--- config.mk ---
export PLATFORM = sky130hd
export DESIGN_NAME = pipe_id_branch_flat
export DESIGN_NICKNAME = d
export VERILOG_FILES = /design/src/rtl/pipe_id_branch_pkg.sv /design/src/rtl/pipe_id_branch_if.sv /design/src/rtl/id_branch_decode.sv /design/src/rtl/pipe_id_branch.sv /design/src/flat_wrapper.sv
export SDC_FILE = /design/constraint.sdc
export NUM_CORES = 1
export LEC_CHECK = 0
export ABC_AREA = 0
export CAP_MARGIN = 20
export CORE_AREA = 2 2 129 131
export DETAILED_ROUTE_END_ITERATION = 7
export DIE_AREA = 0 0 131 133
export PLACE_DENSITY = 0.74
export SLEW_MARGIN = 0
export SYNTH_ARGS = -nofsm -noshare
export SYNTH_HDL_FRONTEND = slang
export SYNTH_SLANG_ARGS = --single-unit
export TNS_END_PERCENT = 50
--- constraint.sdc ---
create_clock -name clk -period 7.2 [get_ports clk]
set_clock_uncertainty 0.15 [all_clocks]
set_input_delay 1.44 -clock clk [delete_from_list [all_inputs] [get_ports clk]]
set_output_delay 1.44 -clock clk [all_outputs]
set_load 0.01 [all_outputs]
--- src/rtl/pipe_id_branch_pkg.sv ---
// Shared pipeline definitions: MIPS opcode/funct values, next-PC select codes,
// ID-stage branch FSM states and branch-target helpers used by ID and the IF next-PC mux.
package pipe_id_branch_pkg;

  localparam logic [5:0] OP_SPECIAL = 6'b000000;
  localparam logic [5:0] OP_J       = 6'b000010;
  localparam logic [5:0] OP_JAL     = 6'b000011;
  localparam logic [5:0] OP_BEQ     = 6'b000100;
  localparam logic [5:0] OP_BNE     = 6'b000101;

  localparam logic [5:0] FN_JR      = 6'b001000;
  localparam logic [5:0] FN_JALR    = 6'b001001;

  typedef enum logic [1:0] {
    PCSRC_PC4    = 2'b00,
    PCSRC_BRANCH = 2'b01,
    PCSRC_JREG   = 2'b10,
    PCSRC_JUMP   = 2'b11
  } pc_src_t;

  typedef enum logic {
    RUN       = 1'b0,
    WAIT_OPND = 1'b1
  } id_state_t;

  typedef enum logic [2:0] {
    CLS_OTHER = 3'd0,
    CLS_BEQ   = 3'd1,
    CLS_BNE   = 3'd2,
    CLS_J     = 3'd3,
    CLS_JAL   = 3'd4,
    CLS_JR    = 3'd5,
    CLS_JALR  = 3'd6
  } br_class_t;

  typedef struct packed {
    br_class_t cls;
    logic      need_rs;
    logic      need_rt;
    logic      link;
  } br_dec_t;

  // Conditional branch target: pc4 plus the word-scaled, sign-extended offset.
  function automatic logic [31:0] branch_target(input logic [31:0] pc4,
                                                input logic [15:0] imm);
    return pc4 + {{14{imm[15]}}, imm, 2'b00};
  endfunction

  // Absolute jump target inside the current 256 MB region.
  function automatic logic [31:0] jump_target(input logic [3:0]  region,
                                              input logic [25:0] index);
    return {region, index, 2'b00};
  endfunction

endpackage

--- src/rtl/pipe_id_branch_if.sv ---
// IF/ID-stage branch resolution bus: fetch and operand inputs, redirect and
// IF/ID register outputs. slave is the ID branch unit, master is its environment.
interface pipe_id_branch_if;

  logic [31:0] if_inst;
  logic [31:0] if_pc4;
  logic [31:0] rs_val;
  logic [31:0] rt_val;
  logic        rs_rdy;
  logic        rt_rdy;
  logic        ext_stall;

  logic [1:0]  pc_source;
  logic [31:0] condit_bran_pc;
  logic [31:0] j_reg_pc;
  logic [31:0] j_pc;
  logic [31:0] id_inst;
  logic [31:0] id_pc4;
  logic        stall_if;
  logic        link_we;
  logic [31:0] link_addr;

  modport master (
    output if_inst, if_pc4, rs_val, rt_val, rs_rdy, rt_rdy, ext_stall,
    input  pc_source, condit_bran_pc, j_reg_pc, j_pc, id_inst, id_pc4,
           stall_if, link_we, link_addr
  );

  modport slave (
    input  if_inst, if_pc4, rs_val, rt_val, rs_rdy, rt_rdy, ext_stall,
    output pc_source, condit_bran_pc, j_reg_pc, j_pc, id_inst, id_pc4,
           stall_if, link_we, link_addr
  );

endinterface

--- src/rtl/id_branch_decode.sv ---
// Combinational decode of the ID instruction into a control-transfer class,
// the register operands that class depends on, and whether it writes a link.
module id_branch_decode
  import pipe_id_branch_pkg::*;
(
  input  logic [5:0] op,
  input  logic [5:0] funct,
  output br_dec_t    dec
);

  always_comb begin
    dec = '{cls: CLS_OTHER, need_rs: 1'b0, need_rt: 1'b0, link: 1'b0};
    unique case (op)
      OP_BEQ: dec = '{cls: CLS_BEQ, need_rs: 1'b1, need_rt: 1'b1, link: 1'b0};
      OP_BNE: dec = '{cls: CLS_BNE, need_rs: 1'b1, need_rt: 1'b1, link: 1'b0};
      OP_J:   dec = '{cls: CLS_J,   need_rs: 1'b0, need_rt: 1'b0, link: 1'b0};
      OP_JAL: dec = '{cls: CLS_JAL, need_rs: 1'b0, need_rt: 1'b0, link: 1'b1};
      OP_SPECIAL: begin
        if (funct == FN_JR) begin
          dec = '{cls: CLS_JR, need_rs: 1'b1, need_rt: 1'b0, link: 1'b0};
        end else if (funct == FN_JALR) begin
          dec = '{cls: CLS_JALR, need_rs: 1'b1, need_rt: 1'b0, link: 1'b1};
        end
      end
      default: ;
    endcase
  end

endmodule

--- src/rtl/pipe_id_branch.sv ---
// ID-stage branch unit: holds IF/ID, resolves branches/jumps with zero latency once
// operands are ready, stalls IF while operands are in flight or downstream holds.
module pipe_id_branch
  import pipe_id_branch_pkg::*;
#(
  parameter logic [31:0] RESET_PC4 = 32'h0000_0004,
  parameter logic [31:0] NOP_INST  = 32'h0000_0000
) (
  input  logic             clk,
  input  logic             resetn,
  pipe_id_branch_if.slave  bus
);

  logic [31:0] id_inst_q;
  logic [31:0] id_pc4_q;
  id_state_t   state_q;
  id_state_t   state_d;
  br_dec_t     dec;
  logic        opnd_ok;
  logic        resolve;
  logic        stall;
  logic        link;
  pc_src_t     pc_src;

  id_branch_decode u_decode (
    .op    (id_inst_q[31:26]),
    .funct (id_inst_q[5:0]),
    .dec   (dec)
  );

  assign opnd_ok = (!dec.need_rs || bus.rs_rdy) && (!dec.need_rt || bus.rt_rdy);

  always_ff @(posedge clk) begin
    if (!resetn) begin
      state_q <= RUN;
    end else begin
      state_q <= state_d;
    end
  end

  // ext_stall freezes the FSM: resolution is simply retried once it drops.
  always_comb begin
    state_d = state_q;
    unique case (state_q)
      RUN: begin
        if (!bus.ext_stall && !opnd_ok) begin
          state_d = WAIT_OPND;
        end
      end
      WAIT_OPND: begin
        if (!bus.ext_stall && opnd_ok) begin
          state_d = RUN;
        end
      end
      default: state_d = RUN;
    endcase
  end

  always_comb begin
    stall   = bus.ext_stall || !opnd_ok;
    resolve = opnd_ok && !bus.ext_stall;
    pc_src  = PCSRC_PC4;
    link    = 1'b0;
    if (resolve) begin
      link = dec.link;
      unique case (dec.cls)
        CLS_BEQ:          pc_src = (bus.rs_val == bus.rt_val) ? PCSRC_BRANCH : PCSRC_PC4;
        CLS_BNE:          pc_src = (bus.rs_val != bus.rt_val) ? PCSRC_BRANCH : PCSRC_PC4;
        CLS_J, CLS_JAL:   pc_src = PCSRC_JUMP;
        CLS_JR, CLS_JALR: pc_src = PCSRC_JREG;
        default:          pc_src = PCSRC_PC4;
      endcase
    end
  end

  // The delay slot loads in the resolving cycle; redirect affects the fetch after it.
  always_ff @(posedge clk) begin
    if (!resetn) begin
      id_inst_q <= NOP_INST;
      id_pc4_q  <= RESET_PC4;
    end else if (!stall) begin
      id_inst_q <= bus.if_inst;
      id_pc4_q  <= bus.if_pc4;
    end
  end

  assign bus.pc_source      = pc_src;
  assign bus.stall_if       = stall;
  assign bus.link_we        = link;
  assign bus.link_addr      = id_pc4_q + 32'd4;
  assign bus.condit_bran_pc = branch_target(id_pc4_q, id_inst_q[15:0]);
  assign bus.j_pc           = jump_target(id_pc4_q[31:28], id_inst_q[25:0]);
  assign bus.j_reg_pc       = bus.rs_val;
  assign bus.id_inst        = id_inst_q;
  assign bus.id_pc4         = id_pc4_q;

endmodule

--- src/flat_wrapper.sv ---
// flat-port wrapper written by rule: the top's interface ports become plain ports
module pipe_id_branch_flat import pipe_id_branch_pkg::*;
#(
  parameter logic [31:0] RESET_PC4 = 32'h0000_0004,
  parameter logic [31:0] NOP_INST  = 32'h0000_0000
)
  (clk, resetn, bus_if_inst, bus_if_pc4, bus_rs_val, bus_rt_val, bus_rs_rdy, bus_rt_rdy, bus_ext_stall, bus_pc_source, bus_condit_bran_pc, bus_j_reg_pc, bus_j_pc, bus_id_inst, bus_id_pc4, bus_stall_if, bus_link_we, bus_link_addr);
  pipe_id_branch_if bus_i ();
  input  logic clk;
  input  logic resetn;
  input wire logic [$bits(bus_i.if_inst)-1:0] bus_if_inst;
  input wire logic [$bits(bus_i.if_pc4)-1:0] bus_if_pc4;
  input wire logic [$bits(bus_i.rs_val)-1:0] bus_rs_val;
  input wire logic [$bits(bus_i.rt_val)-1:0] bus_rt_val;
  input wire logic [$bits(bus_i.rs_rdy)-1:0] bus_rs_rdy;
  input wire logic [$bits(bus_i.rt_rdy)-1:0] bus_rt_rdy;
  input wire logic [$bits(bus_i.ext_stall)-1:0] bus_ext_stall;
  output wire logic [$bits(bus_i.pc_source)-1:0] bus_pc_source;
  output wire logic [$bits(bus_i.condit_bran_pc)-1:0] bus_condit_bran_pc;
  output wire logic [$bits(bus_i.j_reg_pc)-1:0] bus_j_reg_pc;
  output wire logic [$bits(bus_i.j_pc)-1:0] bus_j_pc;
  output wire logic [$bits(bus_i.id_inst)-1:0] bus_id_inst;
  output wire logic [$bits(bus_i.id_pc4)-1:0] bus_id_pc4;
  output wire logic [$bits(bus_i.stall_if)-1:0] bus_stall_if;
  output wire logic [$bits(bus_i.link_we)-1:0] bus_link_we;
  output wire logic [$bits(bus_i.link_addr)-1:0] bus_link_addr;
  assign bus_i.if_inst = bus_if_inst;
  assign bus_i.if_pc4 = bus_if_pc4;
  assign bus_i.rs_val = bus_rs_val;
  assign bus_i.rt_val = bus_rt_val;
  assign bus_i.rs_rdy = bus_rs_rdy;
  assign bus_i.rt_rdy = bus_rt_rdy;
  assign bus_i.ext_stall = bus_ext_stall;
  assign bus_pc_source = bus_i.pc_source;
  assign bus_condit_bran_pc = bus_i.condit_bran_pc;
  assign bus_j_reg_pc = bus_i.j_reg_pc;
  assign bus_j_pc = bus_i.j_pc;
  assign bus_id_inst = bus_i.id_inst;
  assign bus_id_pc4 = bus_i.id_pc4;
  assign bus_stall_if = bus_i.stall_if;
  assign bus_link_we = bus_i.link_we;
  assign bus_link_addr = bus_i.link_addr;
  pipe_id_branch #(.RESET_PC4(RESET_PC4), .NOP_INST(NOP_INST)) u_core (.clk(clk), .resetn(resetn), .bus(bus_i));
endmodule
==> results of run 1 <==
-- registers in the layout, indices dropped and copies added, names as in the netlist --
name / cells
u_core.bus.id_pc4: 32
u_core.bus.id_inst: 32
-- tightest hold or removal path, cell delays in order, from the launching register on --
cell and delay (ns):
dfxtp_1 0.32, nand2_1 0.05, a21boi_1 0.05
-- layout make-up --
type	count	area share
Multi-Input combinational cell	526	0.3996
Timing Repair Buffer	328	0.3805
Sequential cell	64	0.1489
Tap cell	220	0.03200
Clock buffer	9	0.02618
Inverter	15	0.006545
Clock inverter	7	0.005382
Antenna cell	3	0.0008727
-- metal layers --
layer	vias up	track usage
met1	2592	0.2576
met3	24	0.05378
met2	213	0.3981
li1	2821	-
met5	-	0
met4	0	0.08865
-- cells by family after synthesis --
logic type                 Yosys count
buffers and inverters              113
adders and majority gates           31
and+or+nand+nor                    247
DFF                                 64
AOI/OAI and AO/OA                  156
xor gates and xnor gates            90
other                                1
-- through the flow --
stage | power [uW] | setup slack, ns | hold WS (ns) | area (um^2) | utilization
floorplan | 641.1 | 3.119 | 0.3415 | 5443 | -
global placement | 880.5 | 1.746 | 0.3054 | 8323 | 0.5147
detailed placement | 883.7 | 1.780 | 0.3144 | 8323 | 0.5147
CTS | 1303 | 1.765 | 0.3244 | 8594 | 0.5315
global route | 1359 | 1.628 | 0.3409 | 8602 | 0.5319
finish | 1286 | 1.842 | 0.3189 | 8602 | 0.5319
-- worst min-delay path by stage --
| stage | cells after the start | to | slack (ns) |
|---|---|---|---|
| 2_1_floorplan | 2 | u_core.bus.id_inst[16] | 0.34 |
| 3_3_place_gp | 2 | u_core.bus.id_inst[23] | 0.31 |
| 6_report | 2 | u_core.bus.id_inst[23] | 0.32 |
| 4_1_cts | 2 | u_core.bus.id_inst[19] | 0.32 |
| 5_1_grt | 2 | u_core.bus.id_inst[25] | 0.34 |
| 3_5_place_dp | 2 | u_core.bus.id_inst[24] | 0.31 |
-- Yosys cell counts, types with 2 or more instances --
cell,number
o21bai_1,4
inv_1,14
and3_1,8
buf_4,75
o21ai_0,11
nand2_1,164
nand3_2,3
nand4_1,19
buf_6,2
nor4_1,3
nor3_1,3
clkbuf_1,10
a21o_1,9
nor2_1,14
a21boi_1,63
a21oi_2,2
nand3_1,16
o21ai_1,6
buf_2,10
a21oi_1,31
xor2_1,23
ha_1,30
xnor2_1,67
and4_1,2
a31oi_1,6
nor3_2,4
o211ai_1,7
and2_1,2
dfxtp_1,64
nor2b_1,2
-- power breakdown --
group	internal, uW	switching [uW]	total, uW
sequential	377	38.3	415
clock	232	179	411
combinational	266	194	460
==> impl_metrics.ini, run 1 <==
[outcome]
outcome = completed

[clock_tree]
post_cts_buffers = 0
cts_tree = built
clockRootBuffer = clkbuf_16
clkSinkCount = 64
clk_pin_slew_worst_paths_ns = 0.06
cts_made_buffers = 9
cts_hold_buf = 0
cts-resized-gates = 0
cts_max_path_buffers = 2
htreeDepth = 3
clock_latency_ns = 0.34

[global_routing]
grt_pass1_wl_um = 30030
antenna_found_initial = 3
grt_start_max_net_pins = 66
grt_pass1_vias = 5570
overflow = 0
grt.total_usage = 0.2252

[setup_path]
crit_arrival_ns = 3.77
crit_required_ns = 5.61
endpoint_kind = output port
rr_endpoint = u_core.bus.id_pc4[20]
reg2reg_depth = 8
cpMaxStageDelayCell = clkdlybuf4s50_1
startpoint_type = input pin
critPathBufInv = 2
setup.worst_path.end = bus_pc_source[0]
cp_slowest_stage_delay_ns = 0.59
r2r-start = u_core.bus.id_inst[3]
r2r_slack_ns = 4.23
worstSetupPathType = in2out
path_max_fanout = 2
cp.depth = 9
cp_top_family = buffers and inverters
cp-startpoint = bus_rs_val[0]
crit_chain = clkdlybuf4s50_1 -> xnor2_1 -> nand4_1 -> nor4_1 -> nand2_1 -> nand2_1 -> o211ai_1 -> a21oi_1 -> clkdlybuf4s50_1

[timing]
period_needed_ns = 5.358
slew_headroom = 0.3405
setup_viol = 0
clock.fmax_mhz = 186.6
tightest_slew_ns = 0.9893
period_share = 0.7442
rsz0062_at_grt = no
hold_violations = 0
tns_ns = 0
slew_viol_final = 0

[yosys]
yosysTopAreaCell = dfxtp_1
ys_warn_count = 0
synthMuxAreaShare = 0
synth-xor-area-share = 0.1449
avgSynthCellArea_um2 = 7.748
synthSimpleGateAreaFrac = 0.2084
yosysTopAreaCellShare = 0.2356
synth_cells = 702
synth_ff_type = dfxtp_1
synth_area_leaders = dfxtp_1 24%, nand2_1 11%, xnor2_1 11%
yosys.area_share.adder = 0.07269
synth_edf_count = 0
synth_top_family_by_area = simple AND/OR/NAND/NOR gates
synth-async-reset-ratio = 0
synth-compound-area-share = 0.2029
post_synth_num_cell_types = 58
mappedNetlistArea_mm2 = 0.005439
synth_seq_cells = 64
ys_seq_area_frac = 0.2356

[routing]
route.met2.wl_um = 10280
dr_wl_met3_um = 1303
num_vias = 5650
drt-wirelength-per-cell_um = 16.67
drcViolationCount = 0
dr.first_iter.drc_count = 295
wirelength_um = 19540
vias_per_cell = 4.821
ant_nets = 0
top_layer = met4
wl_met1_um = 7500
first_pass_iters = 4

[floorplan]
core_area_mm2 = 0.01617
die_h_um = 133
dieArea_mm2 = 0.01742
rows = 47
dieWidth_um = 131
initial_core_util = 0.3363
pin_count = 329

[cells_and_area]
drive_gt1_frac = 0.04426
multi_input_area_mm2 = 0.003437
instances_no_fill = 1172
layout_common_cells = 325 x clkdlybuf4s50_1, 164 x nand2_1, 67 x xnor2_1, 64 x dfxtp_1, 63 x a21boi_1
area_delta_synth_final_pct = 58.16
final_common_cell = clkdlybuf4s50_1
layout.nets = 1108
fill_cells = 1556
seq_area_mm2 = 0.001281

[worst_hold_path]
holdCritPathClass = reg2reg
hold_start = u_core.bus.id_inst[23]

[power_and_ir_drop]
vdd_ir_drop_max_v = 0.00009992
power_density_mw_per_mm2 = 149.5
leakage_uw = 0.003328

[placement]
portBuffers = 326
place_congestion = 0.9162
hpwl_um = 15520
place_inst = 1153

[job]
max-cap-violations = 0
No activity file was read; power rests on OpenSTA's default activity.
==> inputs of run 2 (changes only) <==
--- a/config.mk
+++ b/config.mk
@@ -7,10 +7,10 @@
 export LEC_CHECK = 0
 export ABC_AREA = 0
 export CAP_MARGIN = 20
-export CORE_AREA = 2 2 129 131
+export CORE_AREA = 2 2 127 129
 export DETAILED_ROUTE_END_ITERATION = 7
-export DIE_AREA = 0 0 131 133
-export PLACE_DENSITY = 0.74
+export DIE_AREA = 0 0 129 131
+export PLACE_DENSITY = 0.76
 export SLEW_MARGIN = 0
 export SYNTH_ARGS = -nofsm -noshare
 export SYNTH_HDL_FRONTEND = slang
==> constraint.sdc (replaced) <==
create_clock -name clk -period 5.05 [get_ports clk]
set_clock_uncertainty 0.15 [all_clocks]
set_input_delay 1.01 -clock clk [delete_from_list [all_inputs] [get_ports clk]]
set_output_delay 1.01 -clock clk [all_outputs]
set_load 0.01 [all_outputs]
==> impl_metrics.ini, run 2 (synthesis results as in run 1) <==
[clock_tree]
clk_pin_slew_worst_paths_ns = 0.06
clock_latency_ns = 0.34
cts_made_buffers = 9
cts_max_path_buffers = 2
clkSinkCount = 64
htreeDepth = 3
clockRootBuffer = clkbuf_16
cts_hold_buf = 0
cts-resized-gates = 0
cts_tree = built
post_cts_buffers = 0

[routing]
vias_per_cell = 4.920
num_vias = 5751
ant_nets = 0
dr.first_iter.drc_count = 313
drcViolationCount = 0
dr_wl_met3_um = 1363
wl_met1_um = 7816
wirelength_um = 20090
top_layer = met4
route.met2.wl_um = 10280
drt-wirelength-per-cell_um = 17.19
first_pass_iters = 4

[global_routing]
grt_pass1_vias = 5569
grt.total_usage = 0.2320
grt_pass1_wl_um = 30280
antenna_found_initial = 1
overflow = 0
grt_start_max_net_pins = 65

[timing]
period_needed_ns = 4.510
period_share = 0.8931
clock.fmax_mhz = 221.7
hold_violations = 0
tightest_slew_ns = 1.043
rsz0062_at_grt = no
layout_setup_ws_ns = 0.5398
slew_viol_final = 0
setup_viol = 0
tns_ns = 0
slew_headroom = 0.3048

[floorplan]
initial_core_util = 0.3487
dieWidth_um = 129
die_h_um = 131
rows = 46
dieArea_mm2 = 0.01690
core_area_mm2 = 0.01560
pin_count = 329

[placement]
place_congestion = 0.9211
place_ws_ns = 0.6522
hpwl_um = 15910
portBuffers = 326

[job]
max-cap-violations = 0

[outcome]
outcome = completed

[cells_and_area]
multi_input_area_mm2 = 0.003437
layout.nets = 1111
seq_area_mm2 = 0.001281
area_delta_synth_final_pct = 58.87
final_common_cell = clkdlybuf4s50_1
fill_cells = 1473
fin_util = 0.5540
drive_gt1_frac = 0.04727
layout_common_cells = 325 x clkdlybuf4s50_1, 164 x nand2_1, 67 x xnor2_1, 64 x dfxtp_1, 63 x a21boi_1

[setup_path]
cp_top_family = compound AO/OA/AOI/OAI gates
rr_endpoint = u_core.bus.id_pc4[19]
cp_slowest_stage_delay_ns = 0.56
path_max_fanout = 6
cpMaxStageDelayCell = clkdlybuf4s50_1
crit_arrival_ns = 3.35
crit_required_ns = 3.89
worstSetupPathType = reg2out
cpMostUsedCell = a21oi_1
r2r-start = u_core.bus.id_inst[2]
crit_chain = ha_1 -> fa_1 -> a21oi_1 -> o21ai_0 -> a21oi_1 -> o21bai_1 -> a21oi_1 -> o21ai_1 -> xor2_1 -> clkdlybuf4s50_1
critPathBufInv = 1
startpoint_type = flop
r2r_slack_ns = 2.01
endpoint_kind = output port
reg2reg_depth = 8

[power_and_ir_drop]
leakage_uw = 0.003357
power_density_mw_per_mm2 = 217.8
vdd_ir_drop_max_v = 0.0001464

[worst_hold_path]
hold_start = u_core.bus.id_inst[25]
holdCritPathClass = reg2reg
whs_path_depth = 2
whs_endpoint = u_core.bus.id_inst[25]
[run 2: cell count changes in the layout (fill, tap and decap cells not counted), sizes merged]
cell | before | now
clkinv | 3 | 4
clkinvlp | 3 | 2
buf | 3 | 6
diode | 3 | 1
bufinv | 0 | 1
inv | 16 | 15
[run 2: how the worst max path moves through the flow]
| stage | slack [ns] | startpoint | depth (start not counted) | endpoint |
|---|---|---|---|---|
| after floorplan | 1.54 | u_core.bus.id_inst[15] | 9 | bus_condit_bran_pc[31] |
| after global placement | 0.61 | bus_rs_val[0] | 9 | bus_pc_source[0] |
| after detailed placement | 0.65 | bus_rs_val[0] | 9 | bus_pc_source[0] |
| after CTS | 0.52 | u_core.bus.id_pc4[2] | 10 | bus_condit_bran_pc[24] |
| after global routing | 0.40 | u_core.bus.id_pc4[2] | 10 | bus_condit_bran_pc[24] |
| final | 0.54 | u_core.bus.id_pc4[2] | 10 | bus_condit_bran_pc[24] |
[run 2: where the power goes]
group / internal [uW] / total, uW / switching [uW]
Clock: 382 / 626 / 244
Sequential: 537 / 591 / 53.5
Combinational: 381 / 666 / 285
[run 2: per-stage QoR]
step	hold WS, ns	area, um^2	instances	total power, uW
floorplan	0.3415	5443	703	914.1
global placement	0.3114	8341	1152	1260
detailed placement	0.3166	8341	1152	1265
CTS	0.3260	8638	1168	1903
global route	0.3517	8641	1169	1978
finish	0.3244	8641	1169	1882
[run 2: layout make-up]
class	instances	area share
Antenna cell	1	0.0002896
Clock buffer	9	0.02606
Clock inverter	7	0.008398
Inverter	15	0.006516
Multi-Input combinational cell	526	0.3978
Sequential cell	64	0.1483
Tap cell	216	0.03128
Timing Repair Buffer	331	0.3814
[run 2: per-layer routing]
metal,vias up,GRT usage
met5,-,0
met4,0,0.09655
met3,39,0.05293
met2,234,0.4161
met1,2653,0.2666
li1,2825,-
[run 2: worst register-to-register path: stages (launching register included)]
cell and delay, ns:
dfxtp_1 0.40, nor4b_2 0.52, nand2_1 0.22, o21ai_1 0.26
a31oi_4 0.24, inv_2 0.38, buf_4 0.53, nand2_1 0.14
a21boi_1 0.15
